**src/rtl/data_store_unit_pkg.sv**
```systemverilog
// data_store_unit_pkg: shared datapath widths and the clog2 helper for the BIP store path
package data_store_unit_pkg;
  localparam int E_BITS_DEF = 16;
  localparam int ADDR_BITS_DEF = 11;
  localparam int SB_DEPTH_DEF = 2;
  function automatic int clog2(input int v);
    int r;
    r = 0;
    for (int i = 0; i < 31; i++) if ((1 << i) < v) r = i + 1;
    return r;
  endfunction
endpackage

```
**src/rtl/data_store_unit_if.sv**
```systemverilog
// data_store_unit_if: store handshake, operand load port and data RAM port
interface data_store_unit_if import data_store_unit_pkg::*; #(
  parameter int E_BITS = E_BITS_DEF,
  parameter int ADDR_BITS = ADDR_BITS_DEF,
  parameter int SB_DEPTH = SB_DEPTH_DEF
);
  logic                   i_st_valid;
  logic                   o_st_ready;
  logic [ADDR_BITS-1:0]   i_st_addr;
  logic [E_BITS-1:0]      i_st_data;
  logic                   i_ld_req;
  logic [ADDR_BITS-1:0]   i_ld_addr;
  logic                   o_ld_valid;
  logic [E_BITS-1:0]      o_ld_data;
  logic                   o_ram_we;
  logic                   o_ram_re;
  logic [ADDR_BITS-1:0]   o_ram_addr;
  logic [E_BITS-1:0]      o_ram_wdata;
  logic [E_BITS-1:0]      i_ram_rdata;
  logic [clog2(SB_DEPTH):0] o_sb_count;
  modport master (
    output i_st_valid, i_st_addr, i_st_data, i_ld_req, i_ld_addr, i_ram_rdata,
    input  o_st_ready, o_ld_valid, o_ld_data, o_ram_we, o_ram_re, o_ram_addr, o_ram_wdata, o_sb_count
  );
  modport slave (
    input  i_st_valid, i_st_addr, i_st_data, i_ld_req, i_ld_addr, i_ram_rdata,
    output o_st_ready, o_ld_valid, o_ld_data, o_ram_we, o_ram_re, o_ram_addr, o_ram_wdata, o_sb_count
  );
endinterface

```
**src/rtl/data_store_unit_store_buffer_fifo.sv**
```systemverilog
// store_buffer_fifo: circular store buffer with a youngest-match lookup for load forwarding
module store_buffer_fifo import data_store_unit_pkg::*; #(
  parameter int E_BITS = E_BITS_DEF,
  parameter int ADDR_BITS = ADDR_BITS_DEF,
  parameter int DEPTH = SB_DEPTH_DEF,
  localparam int PW = clog2(DEPTH),
  localparam int CW = PW + 1
) (
  input  logic                 i_clock,
  input  logic                 i_reset,
  input  logic                 i_push,
  input  logic [ADDR_BITS-1:0] i_push_addr,
  input  logic [E_BITS-1:0]    i_push_data,
  input  logic                 i_pop,
  input  logic [ADDR_BITS-1:0] i_lk_addr,
  output logic                 o_lk_hit,
  output logic [E_BITS-1:0]    o_lk_data,
  output logic [ADDR_BITS-1:0] o_head_addr,
  output logic [E_BITS-1:0]    o_head_data,
  output logic [CW-1:0]        o_count
);
  logic [ADDR_BITS-1:0] r_addr [DEPTH];
  logic [E_BITS-1:0]    r_data [DEPTH];
  logic [DEPTH-1:0]     r_valid;
  logic [PW-1:0]        r_head, r_tail;
  logic [CW-1:0]        r_count;

  always_ff @(posedge i_clock or posedge i_reset)
    if (i_reset) begin
      r_valid <= '0;
      r_head <= '0;
      r_tail <= '0;
      r_count <= '0;
    end else begin
      if (i_push) r_valid[r_tail] <= 1'b1;
      if (i_pop) r_valid[r_head] <= 1'b0;
      r_tail <= r_tail + PW'(i_push);
      r_head <= r_head + PW'(i_pop);
      r_count <= r_count + CW'(i_push) - CW'(i_pop);
    end

  always_ff @(posedge i_clock)
    if (i_push) begin
      r_addr[r_tail] <= i_push_addr;
      r_data[r_tail] <= i_push_data;
    end

  // Scan from oldest to youngest so the last match wins
  always_comb begin
    o_lk_hit = 1'b0;
    o_lk_data = '0;
    for (int k = 0; k < DEPTH; k++)
      if (r_valid[r_head + PW'(k)] && r_addr[r_head + PW'(k)] == i_lk_addr) begin
        o_lk_hit = 1'b1;
        o_lk_data = r_data[r_head + PW'(k)];
      end
  end

  assign o_head_addr = r_addr[r_head];
  assign o_head_data = r_data[r_head];
  assign o_count = r_count;
endmodule

```
**src/rtl/data_store_unit.sv**
```systemverilog
// data_store_unit: buffers STO writes into data RAM and forwards pending stores to operand loads
module data_store_unit import data_store_unit_pkg::*; #(
  parameter int E_BITS = E_BITS_DEF,
  parameter int ADDR_BITS = ADDR_BITS_DEF,
  parameter int SB_DEPTH = SB_DEPTH_DEF
) (
  input logic              i_clock,
  input logic              i_reset,
  data_store_unit_if.slave bus
);
  localparam int CW = clog2(SB_DEPTH) + 1;
  logic                 w_hit, w_miss, w_drain, w_push;
  logic [E_BITS-1:0]    w_hit_data, w_head_data;
  logic [ADDR_BITS-1:0] w_head_addr;
  logic [CW-1:0]        w_count;
  logic                 r_ld_valid, r_ld_hit;
  logic [E_BITS-1:0]    r_hit_data;

  store_buffer_fifo #(.E_BITS(E_BITS), .ADDR_BITS(ADDR_BITS), .DEPTH(SB_DEPTH)) u_sb (
    .i_clock    (i_clock),
    .i_reset    (i_reset),
    .i_push     (w_push),
    .i_push_addr(bus.i_st_addr),
    .i_push_data(bus.i_st_data),
    .i_pop      (w_drain),
    .i_lk_addr  (bus.i_ld_addr),
    .o_lk_hit   (w_hit),
    .o_lk_data  (w_hit_data),
    .o_head_addr(w_head_addr),
    .o_head_data(w_head_data),
    .o_count    (w_count)
  );

  assign bus.o_st_ready = w_count < CW'(SB_DEPTH);
  assign w_push = bus.i_st_valid && bus.o_st_ready;
  // A missing load owns the RAM port; no read is issued while reset is held
  assign w_miss = bus.i_ld_req && !w_hit && !i_reset;
  assign w_drain = !w_miss && w_count != '0;
  assign bus.o_ram_re = w_miss;
  assign bus.o_ram_we = w_drain;
  assign bus.o_ram_addr = w_miss ? bus.i_ld_addr : w_head_addr;
  assign bus.o_ram_wdata = w_head_data;
  assign bus.o_sb_count = w_count;
  assign bus.o_ld_valid = r_ld_valid;
  assign bus.o_ld_data = !r_ld_valid ? '0 : r_ld_hit ? r_hit_data : bus.i_ram_rdata;

  always_ff @(posedge i_clock or posedge i_reset)
    if (i_reset) begin
      r_ld_valid <= 1'b0;
      r_ld_hit <= 1'b0;
      r_hit_data <= '0;
    end else begin
      r_ld_valid <= bus.i_ld_req;
      r_ld_hit <= w_hit;
      r_hit_data <= w_hit_data;
    end
endmodule

```
**src/flat_wrapper.sv**
```systemverilog
// flat-port wrapper written by rule: the top's interface ports become plain ports
module data_store_unit_flat import data_store_unit_pkg::*;
#(
  parameter int E_BITS = E_BITS_DEF,
  parameter int ADDR_BITS = ADDR_BITS_DEF,
  parameter int SB_DEPTH = SB_DEPTH_DEF
)
  (i_clock, i_reset, bus_i_st_valid, bus_i_st_addr, bus_i_st_data, bus_i_ld_req, bus_i_ld_addr, bus_i_ram_rdata, bus_o_st_ready, bus_o_ld_valid, bus_o_ld_data, bus_o_ram_we, bus_o_ram_re, bus_o_ram_addr, bus_o_ram_wdata, bus_o_sb_count);
  data_store_unit_if #(.E_BITS(E_BITS), .ADDR_BITS(ADDR_BITS), .SB_DEPTH(SB_DEPTH)) bus_i ();
  input logic i_clock;
  input logic i_reset;
  input wire logic [$bits(bus_i.i_st_valid)-1:0] bus_i_st_valid;
  input wire logic [$bits(bus_i.i_st_addr)-1:0] bus_i_st_addr;
  input wire logic [$bits(bus_i.i_st_data)-1:0] bus_i_st_data;
  input wire logic [$bits(bus_i.i_ld_req)-1:0] bus_i_ld_req;
  input wire logic [$bits(bus_i.i_ld_addr)-1:0] bus_i_ld_addr;
  input wire logic [$bits(bus_i.i_ram_rdata)-1:0] bus_i_ram_rdata;
  output wire logic [$bits(bus_i.o_st_ready)-1:0] bus_o_st_ready;
  output wire logic [$bits(bus_i.o_ld_valid)-1:0] bus_o_ld_valid;
  output wire logic [$bits(bus_i.o_ld_data)-1:0] bus_o_ld_data;
  output wire logic [$bits(bus_i.o_ram_we)-1:0] bus_o_ram_we;
  output wire logic [$bits(bus_i.o_ram_re)-1:0] bus_o_ram_re;
  output wire logic [$bits(bus_i.o_ram_addr)-1:0] bus_o_ram_addr;
  output wire logic [$bits(bus_i.o_ram_wdata)-1:0] bus_o_ram_wdata;
  output wire logic [$bits(bus_i.o_sb_count)-1:0] bus_o_sb_count;
  assign bus_i.i_st_valid = bus_i_st_valid;
  assign bus_i.i_st_addr = bus_i_st_addr;
  assign bus_i.i_st_data = bus_i_st_data;
  assign bus_i.i_ld_req = bus_i_ld_req;
  assign bus_i.i_ld_addr = bus_i_ld_addr;
  assign bus_i.i_ram_rdata = bus_i_ram_rdata;
  assign bus_o_st_ready = bus_i.o_st_ready;
  assign bus_o_ld_valid = bus_i.o_ld_valid;
  assign bus_o_ld_data = bus_i.o_ld_data;
  assign bus_o_ram_we = bus_i.o_ram_we;
  assign bus_o_ram_re = bus_i.o_ram_re;
  assign bus_o_ram_addr = bus_i.o_ram_addr;
  assign bus_o_ram_wdata = bus_i.o_ram_wdata;
  assign bus_o_sb_count = bus_i.o_sb_count;
  data_store_unit #(.E_BITS(E_BITS), .ADDR_BITS(ADDR_BITS), .SB_DEPTH(SB_DEPTH)) u_core (.i_clock(i_clock), .i_reset(i_reset), .bus(bus_i));
endmodule
```
**config.mk**
```make
export PLATFORM = sky130hd
export DESIGN_NAME = data_store_unit_flat
export DESIGN_NICKNAME = d
export VERILOG_FILES = /design/src/rtl/data_store_unit_pkg.sv /design/src/rtl/data_store_unit_if.sv /design/src/rtl/data_store_unit_store_buffer_fifo.sv /design/src/rtl/data_store_unit.sv /design/src/flat_wrapper.sv
export SDC_FILE = /design/constraint.sdc
export NUM_CORES = 1
export LEC_CHECK = 0
export BUFFER_PORTS_ARGS = -buffer_cell sky130_fd_sc_hd__buf_2
export CORE_ASPECT_RATIO = 0.75
export CORE_MARGIN = 4
export CORE_UTILIZATION = 30
export DETAILED_ROUTE_END_ITERATION = 7
export GPL_ROUTABILITY_DRIVEN = 0
export GPL_TIMING_DRIVEN = 0
export HOLD_SLACK_MARGIN = 0.08
export PLACE_DENSITY = 0.59
export SLEW_MARGIN = 30
export SYNTH_ARGS = -nofsm -noshare
export SYNTH_HDL_FRONTEND = slang
export SYNTH_HIERARCHICAL = 1
export SYNTH_SLANG_ARGS = --single-unit
```
**constraint.sdc**
```tcl
create_clock -name i_clock -period 5.2 [get_ports i_clock]
set_clock_uncertainty 0.15 [all_clocks]
set_input_delay 1.3 -clock i_clock [delete_from_list [all_inputs] [get_ports i_clock]]
set_output_delay 1.3 -clock i_clock [all_outputs]
set_load 0.02 [all_outputs]
```
**Yosys cells after proc, flatten, opt, wreduce, memory -nomap -nowiden**

Memory sizes are Yosys's and may differ from the RTL's.
Cells that the tools add are included.
Widths: inputs -> output; s select.

- Register bits: 24
- Bits in writable memories: 54
- Input bits: 58
- Word-level logic and storage cells: 56
- Memories kept: 2
- Output and inout bits: 49

- Add/sub/neg operators: 5
- Bitwise logic cells: 3
- Reduce and logical (&&, ||, !) cells: 12
- Magnitude comparators: 6
- Multiplexer cells: 19
- Equal/unequal tests: 2

Memory list:

| name | words | bits a word | rd ports | clocked after Yosys merged registers in | write ports | line | source |
|---|---|---|---|---|---|---|---|
| u_core.u_sb.r_data | 2 | 16 | 2 | 0 | 1 | data_store_unit_store_buffer_fifo.sv:23 | `logic [E_BITS-1:0] r_data [DEPTH];` |
| u_core.u_sb.r_addr | 2 | 11 | 2 | 0 | 1 | data_store_unit_store_buffer_fifo.sv:22 | `logic [ADDR_BITS-1:0] r_addr [DEPTH];` |

Operators by type and width:

| operator | number |
|---|---|
| $mux 16 | 4 |
| $eq 11x11->1 | 2 |
| $mux 11 | 1 |
| $mux 1 | 10 |
| $logic_and 1x1->1 | 8 |
| $lt 1x2->1 const B | 3 |
| $mux 2 | 2 |
| $logic_not 1->1 | 3 |
| $add 1x1->1 | 2 |
| $add 2x1->2 | 1 |
| $and 2x2->2 | 1 |
| $demux 1 s1 | 2 |
| $ge 1x1->1 const B | 2 |
| $lt 2x2->1 const B | 1 |
| $not 2->2 | 1 |
| $or 2x2->2 | 1 |
| $reduce_bool 2->1 | 1 |
| $sub 2x1->2 | 1 |
| $add 1x1->1 const B | 1 |

**Longest topological paths before layout**

- Word-level depth: 11
- Depth in mapped cells: 18
- Mapped depth without buffers: 12

**Hierarchy**

The synthesis kept the hierarchy.

Modules (own cells, without submodules):

| module | cells each | seq. area each (µm²) | area an instance (µm²) | times used |
|---|---|---|---|---|
| store_buffer_fifo | 279 | 1771.7 | 3244.4 | 1 |
| data_store_unit | 71 | 450.4 | 904.6 | 1 |

**Worst setup path before layout**

No wires, ideal clock.

- Path kind: input -> output
- From: input bus_i_ld_addr[4]
- To: output bus_o_ram_we
- Data required time: 3.750 ns
- Slack: 0.449 ns
- Path buffers: 3
- Stages: 10
- Data arrival time: 3.301 ns
- Cells stage by stage: xor2_1 > o32ai_1 > nand3_1 > or3_1 > clkbuf_2 > buf_4 > o21ai_0 > nor3b_4 > buf_6 > nor2_1

- Cells in the longest elaborated chain, start to end: 9
- Elaborated cells on any way between the ends: 11
- Classes of those cells: 2 x eq/ne; 2 x mux; 7 x reduce/logical

RTL lines:

| element | line | source |
|---|---|---|
| start: declaration | flat_wrapper.sv:16 | `input wire logic [$bits(bus_i.i_ld_addr)-1:0] bus_i_ld_addr;` |
| $eq 11x11->1 | data_store_unit_store_buffer_fifo.sv:53 | `if (r_valid[r_head + PW'(k)] && r_addr[r_head + PW'(k)] == i_lk_addr) begin` |
| $logic_and 1x1->1 | data_store_unit_store_buffer_fifo.sv:53 |  |
| $mux 1 | data_store_unit_store_buffer_fifo.sv:53 |  |
| $mux 1 (*) | data_store_unit_store_buffer_fifo.sv:53 |  |
| net u_core.w_hit | data_store_unit.sv:12 | `logic w_hit, w_miss, w_drain, w_push;` |
| $logic_not 1->1 (*) | data_store_unit.sv:37 | `assign w_miss = bus.i_ld_req && !w_hit && !i_reset;` |
| $logic_and 1x1->1 (*) (2 in series) | data_store_unit.sv:37 |  |
| net bus_o_ram_re | flat_wrapper.sv:22 | `output wire logic [$bits(bus_i.o_ram_re)-1:0] bus_o_ram_re;` |
| $logic_not 1->1 (*) | data_store_unit.sv:38 | `assign w_drain = !w_miss && w_count != '0;` |
| $logic_and 1x1->1 (*) | data_store_unit.sv:38 |  |
| end: declaration | flat_wrapper.sv:21 | `output wire logic [$bits(bus_i.o_ram_we)-1:0] bus_o_ram_we;` |

Mark *: on every way through the listed nets, which the timed path passes. The rest lies on a longest branch.

**Worst setup path in the final report**

- From: input bus_i_ld_addr[9]
- To: output bus_o_ram_addr[2]

- Cells in the longest elaborated chain, start to end: 8
- Elaborated cells on any way between the ends: 10
- Classes of those cells: 2 x eq/ne; 3 x mux; 5 x reduce/logical

RTL lines:

| element | line | source |
|---|---|---|
| $eq 11x11->1 | data_store_unit_store_buffer_fifo.sv:53 |  |
| $logic_and 1x1->1 | data_store_unit_store_buffer_fifo.sv:53 |  |
| $mux 1 | data_store_unit_store_buffer_fifo.sv:53 |  |
| $mux 1 (*) | data_store_unit_store_buffer_fifo.sv:53 |  |
| net u_core.w_hit | data_store_unit.sv:12 |  |
| $logic_not 1->1 (*) | data_store_unit.sv:37 |  |
| $logic_and 1x1->1 (*) (2 in series) | data_store_unit.sv:37 |  |
| $mux 11 (*) | data_store_unit.sv:41 | `assign bus.o_ram_addr = w_miss ? bus.i_ld_addr : w_head_addr;` |
| end: declaration | flat_wrapper.sv:23 | `output wire logic [$bits(bus_i.o_ram_addr)-1:0] bus_o_ram_addr;` |

Marked as above.

==> flow_metrics.py <==
metrics = {
    "cells_and_area": {
        "multi_input_area_um2": 1753,
        "layout_common_cells": "109 x buf_2, 58 x nand2_1, 54 x edfxtp_1",
        "drive_gt1_share_pct": 36.50,
        "finalNonFillerCells": 647,
        "fillerInstances": 1303,
        "regArea_um2": 2222,
        "syn_to_final_growth_pct": 26.84,
        "final_common_cell": "buf_2",
        "nets": 531,
    },
    "logic_synthesis": {
        "synth_area_per_cell_um2": 11.85,
        "synthMuxAreaShare_pct": 14.23,
        "syn-num-nets": 412,
        "synth-compound-area-share_pct": 6.122,
        "synth_top_family_by_area": "simple AND/OR/NAND/NOR gates",
        "synth_cell_types": 37,
        "yosysWarnings": 6,
        "synthTopCellsByArea": "edfxtp_1 39%, dfrtp_1 14%, mux2_2 6.5%, mux2i_1 6.3%, nand2_1 5.2%",
        "ys_seq_elements": 78,
        "synthSimpleGateAreaFrac_pct": 14.41,
        "synth_area_leader_cell": "edfxtp_1",
        "synth_top_area_share_pct": 39.08,
        "synth_area_um2": 4149,
        "post_synth_xor_area_fraction_pct": 5.881,
        "yosysSeqAreaShare_pct": 53.56,
        "synthAdderAreaFrac_pct": 1.206,
        "syn_inst": 350,
    },
    "global_routing": {
        "grt_start_max_net_pins": 23,
        "antenna_found_initial": 0,
        "grt_pass1_wl_um": 16600,
        "grt_pass1_vias": 3189,
        "track_usage_pct": 14.06,
        "gr-total-overflow": 0,
    },
    "worst_hold_path": {
        "hold_class": "reg -> reg",
        "hold_end": "u_core/u_sb/r_valid[1]",
        "hp-start": "u_core/u_sb/r_valid[1]",
        "min_path_cells": 2,
    },
    "timing": {
        "rsz0062_at_grt": "false",
        "setup_tns_ns": 0,
        "drv_slew": 0,
        "min_period_ns": 4.960,
        "min_period_over_period_pct": 95.39,
        "tightest_slew_ns": 0.7029,
        "timing_hold_violations_final": 0,
        "fmax_ghz": 0.2016,
        "maxSlewHeadroom_pct": 53.09,
        "setup_viol": 0,
        "setup_slack_ns": 0.2399,
    },
    "placed_design": {
        "port_buffers": 106,
        "dp_cells": 629,
        "place_hpwl_um": 8488,
        "dp_slack_ns": -0.02104,
    },
    "worst_setup_path": {
        "rr_worst_depth": 17,
        "crit_arrival_ns": 3.51,
        "r2r_start": "u_core/u_sb/r_head",
        "cp-end-kind": "primary output",
        "cp.required_ns": 3.75,
        "critPathKind": "in -> out",
        "r2r_slack_ns": 1.57,
        "cp-start-kind": "input port",
        "regToRegEndpoint": "u_core/u_sb/o_count[1]",
        "crit_fanout": 10,
    },
    "status": {
        "status": "complete, no violations",
    },
    "power": {
        "power_density_nw_per_um2": 485.8,
        "ir_worst_vdd_mv": 0.2763,
        "leakagePower_nw": 2.201,
        "p_total_mw": 2.557,
    },
    "die": {
        "die_h_um": 109.8,
        "rows": 36,
        "die-area_um2": 15800,
        "start_util_pct": 31.33,
        "core_area_um2": 13240,
        "die_w_um": 143.8,
        "num_io_pins": 107,
    },
    "routing": {
        "viasPerCell": 4.900,
        "drtIter0Drc": 151,
        "avgRoutedWirePerCell_um": 17.30,
        "drc": 0,
        "drtPass1Iterations": 4,
        "antenna_left": 0,
        "finalWirelength_um": 11200,
        "via_count": 3170,
    },
    "cts": {
        "htree_levels": 3,
        "clock_sinks": 78,
        "worstSkewPairLatency_ns": 0.34,
        "cts_tree": "built",
        "cts_root_buf": "clkbuf_16",
        "postCtsHoldBufs": 0,
        "cts_buffers": 9,
        "clk_pin_slew_ns": 0.05,
        "clock_path_buffers": 2,
    },
    "flow_run": {
        "cap_violations": 0,
    },
}
[state kept, by name (all words and copies together), names as in the netlist]
signal and flops:
u_core/r_ld_hit 1, u_core/u_sb/r_data 32, u_core/u_sb/r_valid 2, u_core/u_sb/o_count 2, u_core/u_sb/r_head 1, u_core/u_sb/r_tail 1
u_core/r_hit_data 16, u_core/u_sb/r_addr 22, u_core/bus.o_ld_valid 1
[layer usage]
metal	up-vias	wire, µm	track usage, %
met2	125	4969	22.82
met1	1523	5257	19.02
li1	1508	-	-
met3	14	840	3.478
met4	0	127	3.427
met5	-	0	0
[worst max path at each step]
stage | startpoint | end | slack [ns]
finish | bus_i_ld_addr[9] | bus_o_ram_addr[2] | 0.24
global placement | bus_i_ld_addr[4] | bus_o_ram_we | 0.02
detailed placement | bus_i_ld_addr[4] | bus_o_ram_we | -0.02
floorplan | bus_i_ld_addr[4] | bus_o_ram_we | 0.45
global route | bus_i_ld_addr[4] | bus_o_ram_addr[2] | 0.09
CTS | bus_i_ld_addr[4] | bus_o_ram_we | 0.09
[cell usage after synthesis]
library cell / count
nor3_2: 1
a21oi_1: 19
nor4_1: 3
nor2b_1: 17
nor2_1: 5
edfxtp_1: 54
dfrtp_1: 24
and3_1: 1
buf_1: 2
a2111oi_0: 10
nand2_1: 58
buf_6: 4
clkbuf_2: 1
nand4_1: 8
mux2_2: 24
buf_4: 5
mux2i_1: 26
o21ai_0: 2
a32oi_1: 6
mux2_4: 4
or2_2: 1
or2_1: 9
nor3b_4: 1
nor4_4: 1
or4_1: 1
ha_1: 4
xor2_2: 1
buf_12: 1
xor2_1: 22
clkbuf_1: 6
inv_1: 10
o32ai_1: 1
buf_2: 3
xnor2_1: 4
nand3_1: 9
and4_1: 1
or3_1: 1
[cell families after synthesis]
| group | after synthesis |
|---|---|
| AOI/OAI and AO/OA | 38 |
| xor gates and xnor gates | 27 |
| adders and majority gates | 4 |
| buffers and inverters | 32 |
| DFF | 78 |
| muxes | 54 |
| and+or+nand+nor | 117 |
[metrics by stage]
stage	instance area (µm²)	hold WS [ns]	utilization [%]
after global placement	4893	0.3960	36.95
final	5263	0.4423	39.74
after CTS	5249	0.4346	39.64
after global routing	5258	0.4568	39.70
after floorplan	4149	0.3629	-
after detailed placement	4938	0.4230	37.29
[critical path, cell delays in order]
cell and delay [ns]:
buf_2 0.13, xor2_1 0.26, or4_1 0.19, clkbuf_1 0.42, o21ai_2 0.13, nor3b_4 0.35
buf_6 0.21, mux2_2 0.36, buf_2 0.16
[timing repair]
action	CTS	global route
buffers inserted	0	0
gates resized for setup	1	3
pin swaps	0	1
endpoints found under the setup margin	1	9
[report_power, final]
group | leakage (nW) | internal [mW] | switching, mW
Clock | 0.153 | 0.418 | 0.237
Combinational | 1.24 | 0.391 | 0.640
Sequential | 0.811 | 0.802 | 0.0696
[layout make-up]
type                    instances  area share (%)
flip-flops and latches         78           42.23
multi-input cells             240           33.31
repair buffers                108           10.84
clock buffers                  11           4.422
well taps                     171           4.066
plain buffers                  22           2.901
clock inverters                 5           1.427
inverters                      10          0.7133
diodes                          2         0.09510
Note: power is estimated with default switching activity, not from simulation.
